$ cat src/rtl/sodor_feed_pkg.sv
// Shared types and constants for the sodor5 imem instruction-feed sequencer.
package sodor_feed_pkg;

    localparam int unsigned WORD_W = 32;
    localparam int unsigned ADDR_W = 4;

    // Canonical RISC-V NOP: addi x0, x0, 0
    localparam logic [WORD_W-1:0] NOP_WORD = 32'h0000_0013;

    typedef enum logic [1:0] {
        IDLE,
        FEED,
        DRAIN,
        DONE
    } state_t;

endpackage

$ cat src/rtl/sodor_feed_prog_mem.sv
// Program buffer for the instruction-feed sequencer: synchronous write, asynchronous read.
module sodor_feed_prog_mem #(
    parameter int unsigned DEPTH  = 16,
    parameter int unsigned ADDR_W = sodor_feed_pkg::ADDR_W,
    parameter int unsigned WORD_W = sodor_feed_pkg::WORD_W
) (
    input  logic              clk,
    input  logic              we_i,
    input  logic [ADDR_W-1:0] waddr_i,
    input  logic [WORD_W-1:0] wdata_i,
    input  logic [ADDR_W-1:0] raddr_i,
    output logic [WORD_W-1:0] rdata_o
);

    // Contents are deliberately not reset so a program survives a core reset.
    logic [WORD_W-1:0] mem_q [DEPTH];

    always_ff @(posedge clk) begin
        if (we_i) begin
            mem_q[waddr_i] <= wdata_i;
        end
    end

    assign rdata_o = mem_q[raddr_i];

endmodule

$ cat src/rtl/sodor_imem_feed_ctrl.sv
// Replays a loaded program buffer into the sodor5 imem response path, repeating
// it a set number of passes, then drains the pipeline with NOPs and flags done.
module sodor_imem_feed_ctrl #(
    parameter int unsigned       DEPTH        = 16,
    parameter int unsigned       ADDR_W       = sodor_feed_pkg::ADDR_W,
    parameter int unsigned       WORD_W       = sodor_feed_pkg::WORD_W,
    parameter int unsigned       DRAIN_CYCLES = 5,
    parameter logic [WORD_W-1:0] NOP_WORD     = sodor_feed_pkg::NOP_WORD
) (
    input  logic              clk,
    input  logic              reset,
    input  logic              prog_we,
    input  logic [ADDR_W-1:0] prog_addr,
    input  logic [WORD_W-1:0] prog_data,
    input  logic [ADDR_W:0]   prog_len,
    input  logic [7:0]        loop_cnt,
    input  logic              start,
    input  logic              abort,
    input  logic              instr_ready,
    output logic [WORD_W-1:0] instr,
    output logic              instr_valid,
    output logic [ADDR_W-1:0] pc_idx,
    output logic              busy,
    output logic              done,
    output logic [15:0]       retired_cnt
);

    import sodor_feed_pkg::*;

    localparam int unsigned DRAIN_W = (DRAIN_CYCLES > 1) ? $clog2(DRAIN_CYCLES) : 1;

    state_t             state_q;
    logic [WORD_W-1:0]  instr_q;
    logic               valid_q;
    logic [ADDR_W-1:0]  pc_q;
    logic [ADDR_W-1:0]  last_q;
    logic [7:0]         loops_q;
    logic [DRAIN_W-1:0] drain_q;
    logic               busy_q;
    logic               done_q;
    logic [15:0]        retired_q;

    logic               xfer;
    logic               len_ok;
    logic               wr_en;
    logic [ADDR_W-1:0]  rd_addr_d;
    logic [WORD_W-1:0]  rd_data;

    assign xfer   = valid_q & instr_ready;
    assign len_ok = (prog_len != '0) && (32'(prog_len) <= DEPTH);
    assign wr_en  = prog_we & ~busy_q & ~start;

    // Single read port: it always points at the word the next edge may load,
    // which is either the successor of pc_q or the wrap/start index 0.
    always_comb begin
        rd_addr_d = '0;
        if (state_q == FEED && pc_q != last_q) begin
            rd_addr_d = pc_q + ADDR_W'(1);
        end
    end

    sodor_feed_prog_mem #(
        .DEPTH  (DEPTH),
        .ADDR_W (ADDR_W),
        .WORD_W (WORD_W)
    ) u_prog_mem (
        .clk     (clk),
        .we_i    (wr_en),
        .waddr_i (prog_addr),
        .wdata_i (prog_data),
        .raddr_i (rd_addr_d),
        .rdata_o (rd_data)
    );

    always_ff @(posedge clk or posedge reset) begin
        if (reset) begin
            state_q   <= IDLE;
            instr_q   <= NOP_WORD;
            valid_q   <= 1'b0;
            pc_q      <= '0;
            last_q    <= '0;
            loops_q   <= '0;
            drain_q   <= '0;
            busy_q    <= 1'b0;
            done_q    <= 1'b0;
            retired_q <= '0;
        end else begin
            unique case (state_q)
                IDLE, DONE: begin
                    if (start && len_ok) begin
                        state_q   <= FEED;
                        last_q    <= ADDR_W'(prog_len - 1'b1);
                        loops_q   <= (loop_cnt == '0) ? 8'd1 : loop_cnt;
                        pc_q      <= '0;
                        instr_q   <= rd_data;
                        valid_q   <= 1'b1;
                        busy_q    <= 1'b1;
                        done_q    <= 1'b0;
                        retired_q <= '0;
                    end
                end
                FEED: begin
                    if (xfer && retired_q != '1) begin
                        retired_q <= retired_q + 16'd1;
                    end
                    if (abort) begin
                        state_q <= DRAIN;
                        instr_q <= NOP_WORD;
                        drain_q <= '0;
                    end else if (xfer) begin
                        if (pc_q != last_q) begin
                            pc_q    <= pc_q + ADDR_W'(1);
                            instr_q <= rd_data;
                        end else if (loops_q > 8'd1) begin
                            pc_q    <= '0;
                            instr_q <= rd_data;
                            loops_q <= loops_q - 8'd1;
                        end else begin
                            state_q <= DRAIN;
                            instr_q <= NOP_WORD;
                            drain_q <= '0;
                        end
                    end
                end
                DRAIN: begin
                    if (xfer) begin
                        if (drain_q == DRAIN_W'(DRAIN_CYCLES - 1)) begin
                            state_q <= DONE;
                            valid_q <= 1'b0;
                            busy_q  <= 1'b0;
                            done_q  <= 1'b1;
                        end else begin
                            drain_q <= drain_q + DRAIN_W'(1);
                        end
                    end
                end
                default: state_q <= IDLE;
            endcase
        end
    end

    assign instr       = instr_q;
    assign instr_valid = valid_q;
    assign pc_idx      = pc_q;
    assign busy        = busy_q;
    assign done        = done_q;
    assign retired_cnt = retired_q;

endmodule

$ cat config.mk
export PLATFORM = sky130hd
export DESIGN_NAME = sodor_imem_feed_ctrl
export DESIGN_NICKNAME = d
export VERILOG_FILES = /design/src/rtl/sodor_feed_pkg.sv /design/src/rtl/sodor_feed_prog_mem.sv /design/src/rtl/sodor_imem_feed_ctrl.sv
export SDC_FILE = /design/constraint.sdc
export NUM_CORES = 1
export LEC_CHECK = 0
export BUFFER_PORTS_ARGS = -buffer_cell sky130_fd_sc_hd__buf_2
export CAP_MARGIN = 40
export CORE_MARGIN = 3
export CORE_UTILIZATION = 45
export CTS_CLUSTER_SIZE = 25
export DETAILED_ROUTE_END_ITERATION = 10
export SLEW_MARGIN = 20
export SYNTH_ARGS = -nofsm -noshare
export SYNTH_HDL_FRONTEND = slang
export SYNTH_SLANG_ARGS = --single-unit
$ cat constraint.sdc
create_clock -name clk -period 9.3 [get_ports clk]
set_input_delay 0.93 -clock clk [delete_from_list [all_inputs] [get_ports clk]]
set_output_delay 0.93 -clock clk [all_outputs]
set_load 0.05 [all_outputs]
# --- Word level (Yosys, flattened, before mapping) ---
# Memories as Yosys holds them, arrays and structs flattened.
# Cells that the tools add are included.
word_totals:
  ram_bits: 512
  n_memories: 1
  wordCells: 108
  in_bits: 55
  regBits: 71
memory_table:
  columns: ["memory", "words", "word_bits", "read_ports", "rd_clocked_by_memory_dff", "wr", "line", "rtl"]
  rows:
  - ["u_prog_mem.mem_q", 16, 32, 1, 0, 1, "sodor_feed_prog_mem.sv:16", "logic [WORD_W-1:0] mem_q [DEPTH];"]
classes:
  n_bitwise: 5
  addsub: 5
  magnitude_cmp: 2
  reduce_logical: 19
  n_eq_ne: 19
  n_mux: 48
op_table:
  columns: ["cell", "n"]
  rows:
  - ["two-way mux 32 bit", 5]
  - ["case mux 32 bit (2 select lines)", 1]
  - ["two-way mux 8 bit", 6]
  - ["two-way mux 16 bit", 2]
  - ["case mux 16 bit (2 select lines)", 1]
  - ["two-way mux 4 bit", 6]
  - ["two-way mux 3 bit", 6]
  - ["AND reduction 6 bit", 3]
  - ["adder 16 x 1 -> 16 bit, second input constant", 1]
  - ["!= test 16 bit, second input constant", 1]
  - ["case mux 8 bit (2 select lines)", 1]
  - ["two-way mux 2 bit", 7]
  - ["!= test 2 bit, second input constant", 7]
  - ["!= test 3 bit, second input constant", 3]
  - ["greater-than comparator 8 x 1 -> 1 bit, second input constant", 1]
  - ["logical NOT 8 bit", 1]
  - ["two-way mux 1 bit", 8]
  - ["case mux 4 bit (2 select lines)", 1]
  - ["subtractor 8 x 1 -> 8 bit, second input constant", 1]
  - ["case mux 2 bit (3 select lines)", 1]
  - ["case mux 3 bit (2 select lines)", 1]
  - ["AND reduction 3 bit", 2]
  - ["nonzero test 2 bit", 3]
  - ["<= comparator 5 bit, second input constant", 1]
  - ["19 further kinds", 28]

# --- Longest topological paths before layout ---
# Gate-level depths: netlist of run 1.
# An unclocked memory read counts as a cell.
depth:
  depth_word: 9
  mapped_depth: 11

# --- Modules after synthesis ---
# From an unflattened synthesis of run 1, not the netlist that was laid out.
unflattened:
  cells_unflattened: 1171
  area_unflattened_um2: 22833.1
modules_own_cells:
  columns: ["module", "n_inst", "area_per_inst_um2", "seq_area_each_um2", "cells_per_inst"]
  rows:
  - ["sodor_feed_prog_mem", 1, 19194.7, 15374.7, 806]
  - ["sodor_imem_feed_ctrl", 1, 3638.5, 1780.5, 365]

# --- Least setup slack after synthesis of run 1 ---
# Ideal clock, no wire load.
synth_path:
  kind: "in2reg"
  startpoint: "input prog_addr[2]"
  endpoint: "memory u_prog_mem.mem_q[8][0] (enable)"
  required_time_ns: 8.839
  cell_stages: 3
  slack_ns: 5.185
  arrival_ns: 3.654
  path_cell_list: "nor4b_1 nand2_1 nor3_1"
synth_rtl:
  columns: ["item", "line", "rtl"]
  rows:
  - ["start, declared", "sodor_imem_feed_ctrl.sv:13", "input logic [ADDR_W-1:0] prog_addr,"]
  - ["end, declared", "sodor_feed_prog_mem.sv:16", null]
# No word-level cell before the write port.

# --- Final worst setup path of run 1 ---
layout_path:
  startpoint: "register pc_q[0] (netlist: pc_idx[0])"
  endpoint: "register instr_q[30] (netlist: instr[30])"
layout_between:
  elab_chain_cells: 9
  elab_cells_between_ends: 11
  cone_classes: "add/sub (1); eq/ne (1); mux (7); reduce/logical (1); memory (1)"
layout_rtl:
  columns: ["item", "line", "rtl"]
  rows:
  - ["start, declared", "sodor_imem_feed_ctrl.sv:35", "logic [ADDR_W-1:0] pc_q;"]
  - ["start signal, assigned", "sodor_imem_feed_ctrl.sv:112", "pc_q <= pc_q + ADDR_W'(1);"]
  - ["parallel branches: the longest is 8 deep, another holds memory (16 x 32 bit)", null, null]
  - ["case mux 32 bit (2 select lines) (*)", "sodor_imem_feed_ctrl.sv:88", "unique case (state_q)"]
  - ["end signal, assigned", "sodor_imem_feed_ctrl.sv:95", "instr_q <= rd_data;"]
  - ["end signal, assigned", "sodor_imem_feed_ctrl.sv:113", "instr_q <= rd_data;"]
  - ["end signal, assigned", "sodor_imem_feed_ctrl.sv:116", "instr_q <= rd_data;"]
  - ["end, declared", "sodor_imem_feed_ctrl.sv:33", "logic [WORD_W-1:0] instr_q;"]
# Mark *: on every way between the ends. The select of a mux whose other input is x is not followed.
# A chain may end at the register's enable or synchronous reset.

==> impl_metrics.json, run 1 <==
{
  "mostFrequentLayoutCell": "edfxtp_1",
  "required_ps": 9810,
  "start_util": 0.4564,
  "ys_seq_area_frac": 0.7139,
  "dp_hpwl_mm": 35.58,
  "cts_tree": "built",
  "overflow": 0,
  "fp.dieW_um": 237.1,
  "crit_chain": "xor2_2 > o41a_2 > buf_4 > buf_4 > nand2_1 > a311oi_1 > o22ai_1 > a32o_1",
  "rsz0062_at_grt": "no",
  "grt_first_pass_wirelength_mm": 101.3,
  "end_kind": "flop",
  "final_cell_count_no_fill": 2535,
  "crit_fanout": 54,
  "grt_pass1_vias": 15596,
  "grt_util_all_layers": 0.2394,
  "drtIter0Drc": 1755,
  "finalHoldViolations": 0,
  "critPathKind": "reg -> reg",
  "die-area_um2": 56210,
  "rows": 84,
  "syn_area_per_cell_um2": 14.13,
  "finalMaxSlewViolations": 0,
  "worst_pin_slew_ps": 823.9,
  "post-route-period-util": 0.4199,
  "drv_cap": 0,
  "power_density_nw_per_um2": 277.6,
  "first_pass_iters": 5,
  "yosys-top-cells-area": "edfxtp_1 (64%), dfrtp_1 (7.1%), a21oi_1 (2.9%)",
  "core_um2": 52660,
  "synth_cell_types": 75,
  "wl_per_cell_um": 26.76,
  "fin_skew_ps": 19.49,
  "cts_made_buffers": 59,
  "cts_root_buffer": "clkbuf_16",
  "post-route-drc-count": 0,
  "netlist_area_um2": 24030,
  "start_kind": "flop",
  "place_congestion": 0.8113,
  "netSwitchingFraction": 0.3486,
  "status": "complete, no violations",
  "fin_total_pwr_w": 0.007659,
  "cpLargestDelayFamily": "buffers and inverters",
  "final.setup.tns_ps": 0,
  "synth.largest_area_cell": "edfxtp_1",
  "critPathMostFrequentCell": "buf_4",
  "reg2reg_slack_ps": 5400,
  "p_clk_frac": 0.321,
  "synth_edf_count": 512,
  "clockBufferDepth": 3,
  "portBuffers": 109,
  "clk_transition_reported_paths_ps": 60,
  "ys_ff_latch": 583,
  "syn2layout_area_growth_pct": 14.83,
  "max_stage_delay_ps": 890,
  "dp.cells": 2420,
  "synth_cells": 1701,
  "yosys_warnings": 0,
  "routed_wl_mm": 67.83,
  "seq_power_share": 0.406,
  "synth_nets": 1765,
  "ys.flop_type": "edfxtp_1",
  "grt_max_degree": 88,
  "p_leak_nw": 9.473,
  "hp-class": "in -> async",
  "setup_violations": 0,
  "relSlewSlack": 0.4465,
  "ctsHoldBuffers": 0,
  "via_per_inst": 6.286,
  "power.net_switching_w": 0.002670,
  "pwr-share-comb": 0.273,
  "worst-path-buf-inv": 2,
  "async_flop_share": 0.1218,
  "die_y_um": 237.1,
  "p_int_w": 0.004990,
  "nNetsFinal": 1859,
  "ios": 110,
  "htree_levels": 2,
  "slowest_stage": "dfrtp_4",
  "peakVddDrop_uv": 243.6,
  "clk_latency_ps": 630,
  "cts_setup_buffers": 0,
  "layout-drive-gt1-share": 0.1668,
  "num_vias": 15934,
  "ant_nets": 0,
  "cp.arrival_ps": 4410,
  "antenna_found_initial": 4,
  "cts_resized": 0,
  "mostFrequentLayoutCells": "edfxtp_1 (512), a21oi_1 (139), nand2_1 (126)",
  "fmax_mhz": 256.1,
  "synth_top_cell_area_share": 0.6398,
  "timing.final.crit_period_ps": 3905,
  "clock-sinks": 583
}
[power groups by stage]
stage | Combinational [W] | Sequential (W) | Clock (W)
final | 0.00209 | 0.00311 | 0.00246
after global routing | 0.00223 | 0.00312 | 0.00261
after CTS | 0.00206 | 0.00311 | 0.00250
after detailed placement | 0.00205 | 0.00316 | 0
after global placement | 0.00201 | 0.00316 | 0
after floorplan | 0.00118 | 0.00335 | 0
[worst reg2reg max path: cells and delay by family (launching register included)]
kind	cells	cell delay, ps
xor gates and xnor gates	1	390
and+or+nand+nor	1	370
buffers and inverters	2	1230
AOI/OAI and AO/OA	4	910
DFF	1	890
[sequential cells by signal (all words and copies together) (netlist names)]
name and cells:
done 1, last_q 4, retired_cnt 16, loops_q 8, u_prog_mem.mem_q 512, drain_q 3
pc_idx 4, state_q 2, instr 32, busy 1
[metal layers]
layer	global-route usage	vias up	wire length, um
met5	0	-	31
li1	-	6937	-
met3	0.04566	128	6419
met1	0.3463	8059	28610
met2	0.3666	806	30740
met4	0.07971	4	2036
[per-stage QoR]
| step | setup WS, ps | util | hold WS, ps | instance area (um2) |
|---|---|---|---|---|
| floorplan | 5185 | - | 465.3 | 24030 |
| global placement | 5223 | 0.4827 | 469.7 | 25420 |
| CTS | 5421 | 0.5230 | 217.9 | 27540 |
| detailed placement | 5441 | 0.4843 | 492.3 | 25500 |
| finish | 5395 | 0.5241 | 254.0 | 27600 |
| global route | 5225 | 0.5240 | 247.8 | 27590 |
[worst paths after layout]
| check | from | to | cells after the start |
|---|---|---|---|
| setup / recovery | pc_idx[0] | instr[30] | 8 |
| hold / removal | reset | instr[25] | 2 |
| setup reg to reg | pc_idx[0] | instr[30] | 8 |
| hold reg to reg | loops_q[1] | loops_q[1] | 2 |
| max in group asynchronous | reset | instr[1] | 4 |
| min in group clk | loops_q[1] | loops_q[1] | 2 |
[logic make-up after synthesis]
kind of cell | count (synthesis) | synth area share
simple gates | 340 | 0.06805
fa+ha+maj | 9 | 0.004686
buf+inv | 168 | 0.02916
mux | 45 | 0.01906
compound gates | 534 | 0.1555
flops | 583 | 0.7139
xor+xnor | 22 | 0.009736
[layout make-up]
cell class,instances,area (um2)
antenna,1,2.502
clock buffer,77,1665
clock inverter,35,372.9
fill,4288,25060
inverter,44,171.4
multi-input combinational,950,6365
sequential,583,17160
tap,688,860.8
timing repair buffer,157,998.5
[synthesized netlist by cell type, types with 11 or more instances]
cell type and instances:
dfrtp_1 68, xnor2_1 16, or3_1 30, a221o_1 28, nor3_1 45, a221oi_1 33
a31oi_1 32, a21oi_1 139, nor4_1 11, nand2b_1 14, o22ai_1 30, nor2_1 55
o21ai_1 18, mux2i_1 39, edfxtp_1 512, o21ai_0 60, a311oi_1 30, a32oi_1 26
nand3_1 21, o221ai_1 39, inv_1 41, nand2_1 127, clkbuf_1 88, buf_2 23
a2bb2oi_1 26, a21o_1 31
(Power assumes the default switching activity.)
==> inputs of run 2 (changes only) <==
==> constraint.sdc (replaced) <==
create_clock -name clk -period 3.8 [get_ports clk]
set_input_delay 0.38 -clock clk [delete_from_list [all_inputs] [get_ports clk]]
set_output_delay 0.38 -clock clk [all_outputs]
set_load 0.05 [all_outputs]
==> run 2 against run 1 <==
Compared with the run above:
- via count down 1.3%
- clock-buffer cell count increased by 1
- critical endpoint is now instr[0]
- setup slack worse by 4600 ps
==> impl_metrics.json, run 2 (synthesis gave the netlist of run 1 again) <==
{
  "fillCellCount": 4302,
  "first_pass_iters": 6,
  "cp.arrival_ps": 3560,
  "ios": 110,
  "reg2reg_depth": 7,
  "start_util": 0.4564,
  "final_area_um2": 27800,
  "num_vias": 15720,
  "nNetsFinal": 1875,
  "top_layer_used": "met5",
  "dpl_cell_area_um2": 25700,
  "overflow": 0,
  "top_register": "u_prog_mem.mem_q",
  "worst_pin_slew_ps": 822.0,
  "drtIter0Drc": 1463,
  "die_y_um": 237.1,
  "place_congestion": 0.8289,
  "syn2layout_area_growth_pct": 15.68,
  "clockBufferDepth": 3,
  "antenna_found_initial": 2,
  "p_leak_nw": 9.590,
  "fin_total_pwr_w": 0.01875,
  "largest_reg_flops": 512,
  "fin_skew_ps": 20.86,
  "power_density_nw_per_um2": 674.4,
  "clock-sinks": 583,
  "start_kind": "flop",
  "grt_pass1_vias": 15363,
  "met1_length_mm": 28.40,
  "relSlewSlack": 0.4520,
  "die-area_um2": 56210,
  "wl_met3_mm": 5.174,
  "hold_depth": 3,
  "cts_made_buffers": 59,
  "fmax_mhz": 333.5,
  "ant_nets": 0,
  "status": "complete, no violations",
  "core_um2": 52660,
  "required_ps": 4360,
  "fp.dieW_um": 237.1,
  "crit_fanout": 80,
  "cts_tree": "built",
  "portBuffers": 109,
  "clk_latency_ps": 640,
  "timing.final.crit_period_ps": 2999,
  "grt_first_pass_wirelength_mm": 97.52,
  "layout-drive-gt1-share": 0.1719,
  "finalMaxSlewViolations": 0,
  "rows": 84,
  "post-route-period-util": 0.7892,
  "cts_root_buffer": "clkbuf_16",
  "setup_violations": 0,
  "cts_setup_buffers": 0,
  "via_per_inst": 6.162,
  "wl_met2_mm": 30.01,
  "mostFrequentLayoutCells": "edfxtp_1 (512), a21oi_1 (139), nand2_1 (127)",
  "mostFrequentLayoutCell": "edfxtp_1",
  "drv_cap": 0,
  "final.setup.tns_ps": 0,
  "finalHoldViolations": 0,
  "critPathKind": "reg -> reg",
  "grt_max_degree": 81,
  "dp_hpwl_mm": 37.25,
  "peakVddDrop_uv": 635.3,
  "hp-class": "in -> reg",
  "htree_levels": 2,
  "rsz0062_at_grt": "no",
  "post-route-drc-count": 0,
  "routed_wl_mm": 65.19,
  "wl_per_cell_um": 25.56,
  "grt_util_all_layers": 0.2275,
  "final_core_util": 0.5279,
  "clk_transition_reported_paths_ps": 70,
  "dp.cells": 2435,
  "final_cell_count_no_fill": 2551,
  "end_kind": "flop"
}
[run 2: what timing repair did]
| item | CTS | global route |
|---|---|---|
| hold endpoints to repair | 35 | 0 |
| hold buffers | 2 | 0 |
| resized for setup | 0 | 0 |
[run 2: routing by layer]
layer  track usage  vias up
li1              -     6978
met5             0        -
met4       0.06872        2
met2        0.3578      673
met1        0.3299     7961
met3       0.03401      106
[run 2: power by group]
| part | switching, W | leakage (nW) | internal [W] |
|---|---|---|---|
| logic | 0.00358 | 3.06 | 0.00148 |
| clock network | 0.00248 | 1.03 | 0.00364 |
| registers | 0.000303 | 5.50 | 0.00726 |
[run 2: final timing paths]
check                            startpoint         end  slack [ps]
worst max-delay path              pc_idx[2]    instr[0]         800
worst min-delay path            loop_cnt[5]  loops_q[5]          60
worst max register to register    pc_idx[2]    instr[0]         800
worst min register to register     instr[9]    instr[9]         500
max in group asynchronous             reset   instr[27]        2540
min in group asynchronous             reset  loops_q[0]         390
[run 2: area by class of cell]
cell class                      count  area (um2)  share of cell area
Sequential cell                   583       17160              0.6172
Multi-Input combinational cell    950        6382              0.2296
Antenna cell                        1       2.502          0.00009002
Timing Repair Buffer              173        1151             0.04141
Clock inverter                     34       442.9             0.01593
Clock buffer                       78        1629             0.05860
Tap cell                          688       860.8             0.03097
Inverter                           44       171.4            0.006166
[run 2: stage by stage]
stage                     setup WS, ps  hold WS (ps)
after global routing             589.9         79.01
after floorplan                  802.7         465.3
after CTS                        801.4         39.73
after global placement           884.4         485.8
final                            801.2         63.82
after detailed placement         803.3         490.6
[run 2: critical path, cell delays in order, from the launching register on]
cell and delay [ps]:
dfrtp_1 660, xor2_2 240, o41ai_4 540, buf_12 450
nor2_1 220, a21o_1 210, a2111oi_1 430, a211o_1 150
==> inputs of run 3 (changes only) <==
==> constraint.sdc (replaced) <==
create_clock -name clk -period 3.1 [get_ports clk]
set_input_delay 0.31 -clock clk [delete_from_list [all_inputs] [get_ports clk]]
set_output_delay 0.31 -clock clk [all_outputs]
set_load 0.05 [all_outputs]
==> run 3 against run 2 <==
Compared with the run above:
- first-iteration DRC count is 6.0% higher
- wire length is 4.8% higher
- highest routed layer is now met4
- worst hold slack worse by 9.4 ps
- sequential share of layout area is 0.48 points lower
- maximum frequency is 4.2% higher
- die area stayed put
- clock power is 17% higher
- largest power group unchanged
==> impl_metrics.json, run 3 (synthesis gave the netlist of run 1 again) <==
{
  "peakVddDrop_uv": 476.0,
  "syn2layout_area_growth_pct": 16.58,
  "via_per_inst": 6.169,
  "timing.final.crit_period_ps": 2878,
  "finalHoldViolations": 0,
  "wl_per_cell_um": 26.47,
  "finalMaxSlewViolations": 0,
  "fmax_mhz": 347.5,
  "clockBufferDepth": 3,
  "antenna_found_initial": 2,
  "rsz0062_at_grt": "no",
  "htree_levels": 2,
  "critPathKind": "reg -> reg",
  "cp.arrival_ps": 3370,
  "cts_root_buffer": "clkbuf_16",
  "die-area_um2": 56210,
  "worst_slack_ps": 222.0,
  "met1_length_mm": 29.09,
  "final_cell_count_no_fill": 2580,
  "crit_fanout": 13,
  "wl_met2_mm": 31.72,
  "ctsHoldBuffers": 4,
  "status": "complete, no violations",
  "layout-drive-gt1-share": 0.1758,
  "grt_util_all_layers": 0.2392,
  "start_util": 0.4564,
  "num_vias": 15917,
  "first_pass_iters": 5,
  "grt_first_pass_wirelength_mm": 101.2,
  "post-route-drc-count": 0,
  "hold_slack_ps": 54.41,
  "worst_pin_slew_ps": 868.6,
  "mostFrequentLayoutCells": "edfxtp_1 (512), a21oi_1 (139), nand2_1 (127)",
  "largest_reg_flops": 512,
  "cts_made_buffers": 60,
  "clk_latency_ps": 630,
  "portBuffers": 109,
  "relSlewSlack": 0.4197,
  "end_kind": "flop",
  "nNetsFinal": 1905,
  "overflow": 0,
  "required_ps": 3590,
  "ant_nets": 0,
  "p_leak_nw": 9.699,
  "post-route-period-util": 0.9284,
  "ios": 110,
  "final.setup.tns_ps": 0,
  "cts_resized": 0,
  "pre_cts_slack_ps": 276.6,
  "top_register": "u_prog_mem.mem_q",
  "power_density_nw_per_um2": 818.2,
  "drv_cap": 0,
  "mostFrequentLayoutCell": "edfxtp_1",
  "fin_skew_ps": 25.54,
  "wl_met3_mm": 5.809,
  "top_layer_used": "met4",
  "grt_pass1_vias": 15526,
  "grt_max_degree": 72,
  "fp.dieW_um": 237.1,
  "drtIter0Drc": 1551,
  "clock-sinks": 583,
  "place_congestion": 0.8240,
  "setup_violations": 0,
  "dp_hpwl_mm": 38.85,
  "rows": 84,
  "die_y_um": 237.1,
  "cts_setup_buffers": 0,
  "dp.cells": 2462,
  "hp-class": "in -> reg",
  "start_kind": "flop",
  "core_um2": 52660,
  "fillCellCount": 4307,
  "routed_wl_mm": 68.30,
  "cts_tree": "built",
  "clk_transition_reported_paths_ps": 60
}
[run 3: cell count changes in the layout (fill, tap and decap cells not counted), moves of 2 or more]
cell / delta
clkinv_4: -2
dlygate4sd3_1: +2
clkbuf_8: -4
diode_2: +2
clkinv_1: +11
buf_4: +16
clkinv_2: -7
buf_12: +10
clkbuf_1: +2
inv_6: +2
bufinv_16: -2
[run 3: power by group]
group          total, W  switching (W)  internal (W)
logic           0.00651        0.00455       0.00196
registers       0.00925       0.000348       0.00890
clock network   0.00716        0.00295       0.00421
[run 3: worst paths after layout]
check	startpoint	endpoint	cells after the start	slack, ps
setup / recovery	pc_idx[1]	instr[16]	8	220
hold / removal	loop_cnt[1]	loops_q[1]	3	50
setup reg to reg	pc_idx[1]	instr[16]	8	220
hold reg to reg	instr[7]	instr[7]	2	510
max in group asynchronous	reset	loops_q[5]	5	2010
min in group asynchronous	reset	instr[8]	3	190
[run 3: critical path, stage by stage, from the launching register on]
cell and delay (ps):
dfrtp_1 510, ha_2 400, xor2_4 470, nand2_1 380
buf_4 360, o221ai_1 200, a21oi_1 100, a32oi_1 230
o21ai_1 100
[run 3: per-layer routing]
layer	track usage	up-vias
li1	-	7047
met5	0	-
met2	0.3749	769
met1	0.3473	7997
met4	0.07458	0
met3	0.03587	104
[run 3: stage by stage]
step / total power (W) / area [um2] / util
2_1_floorplan: 0.01357 / 24050 / -
3_3_place_gp: 0.01572 / 25990 / 0.4936
3_5_place_dp: 0.01584 / 26010 / 0.4940
4_1_cts: 0.02299 / 27990 / 0.5315
5_1_grt: 0.02382 / 28010 / 0.5320
6_report: 0.02292 / 28020 / 0.5321
[run 3: layout make-up]
class / instances / area [um2] / area share
clock inverters: 33 / 331.6 / 0.01184
diodes: 3 / 7.507 / 0.0002680
flip-flops and latches: 583 / 17160 / 0.6125
repair buffers: 202 / 1496 / 0.05341
well taps: 688 / 860.8 / 0.03073
clock buffers: 77 / 1607 / 0.05734
multi-input cells: 950 / 6382 / 0.2278
inverters: 44 / 171.4 / 0.006119
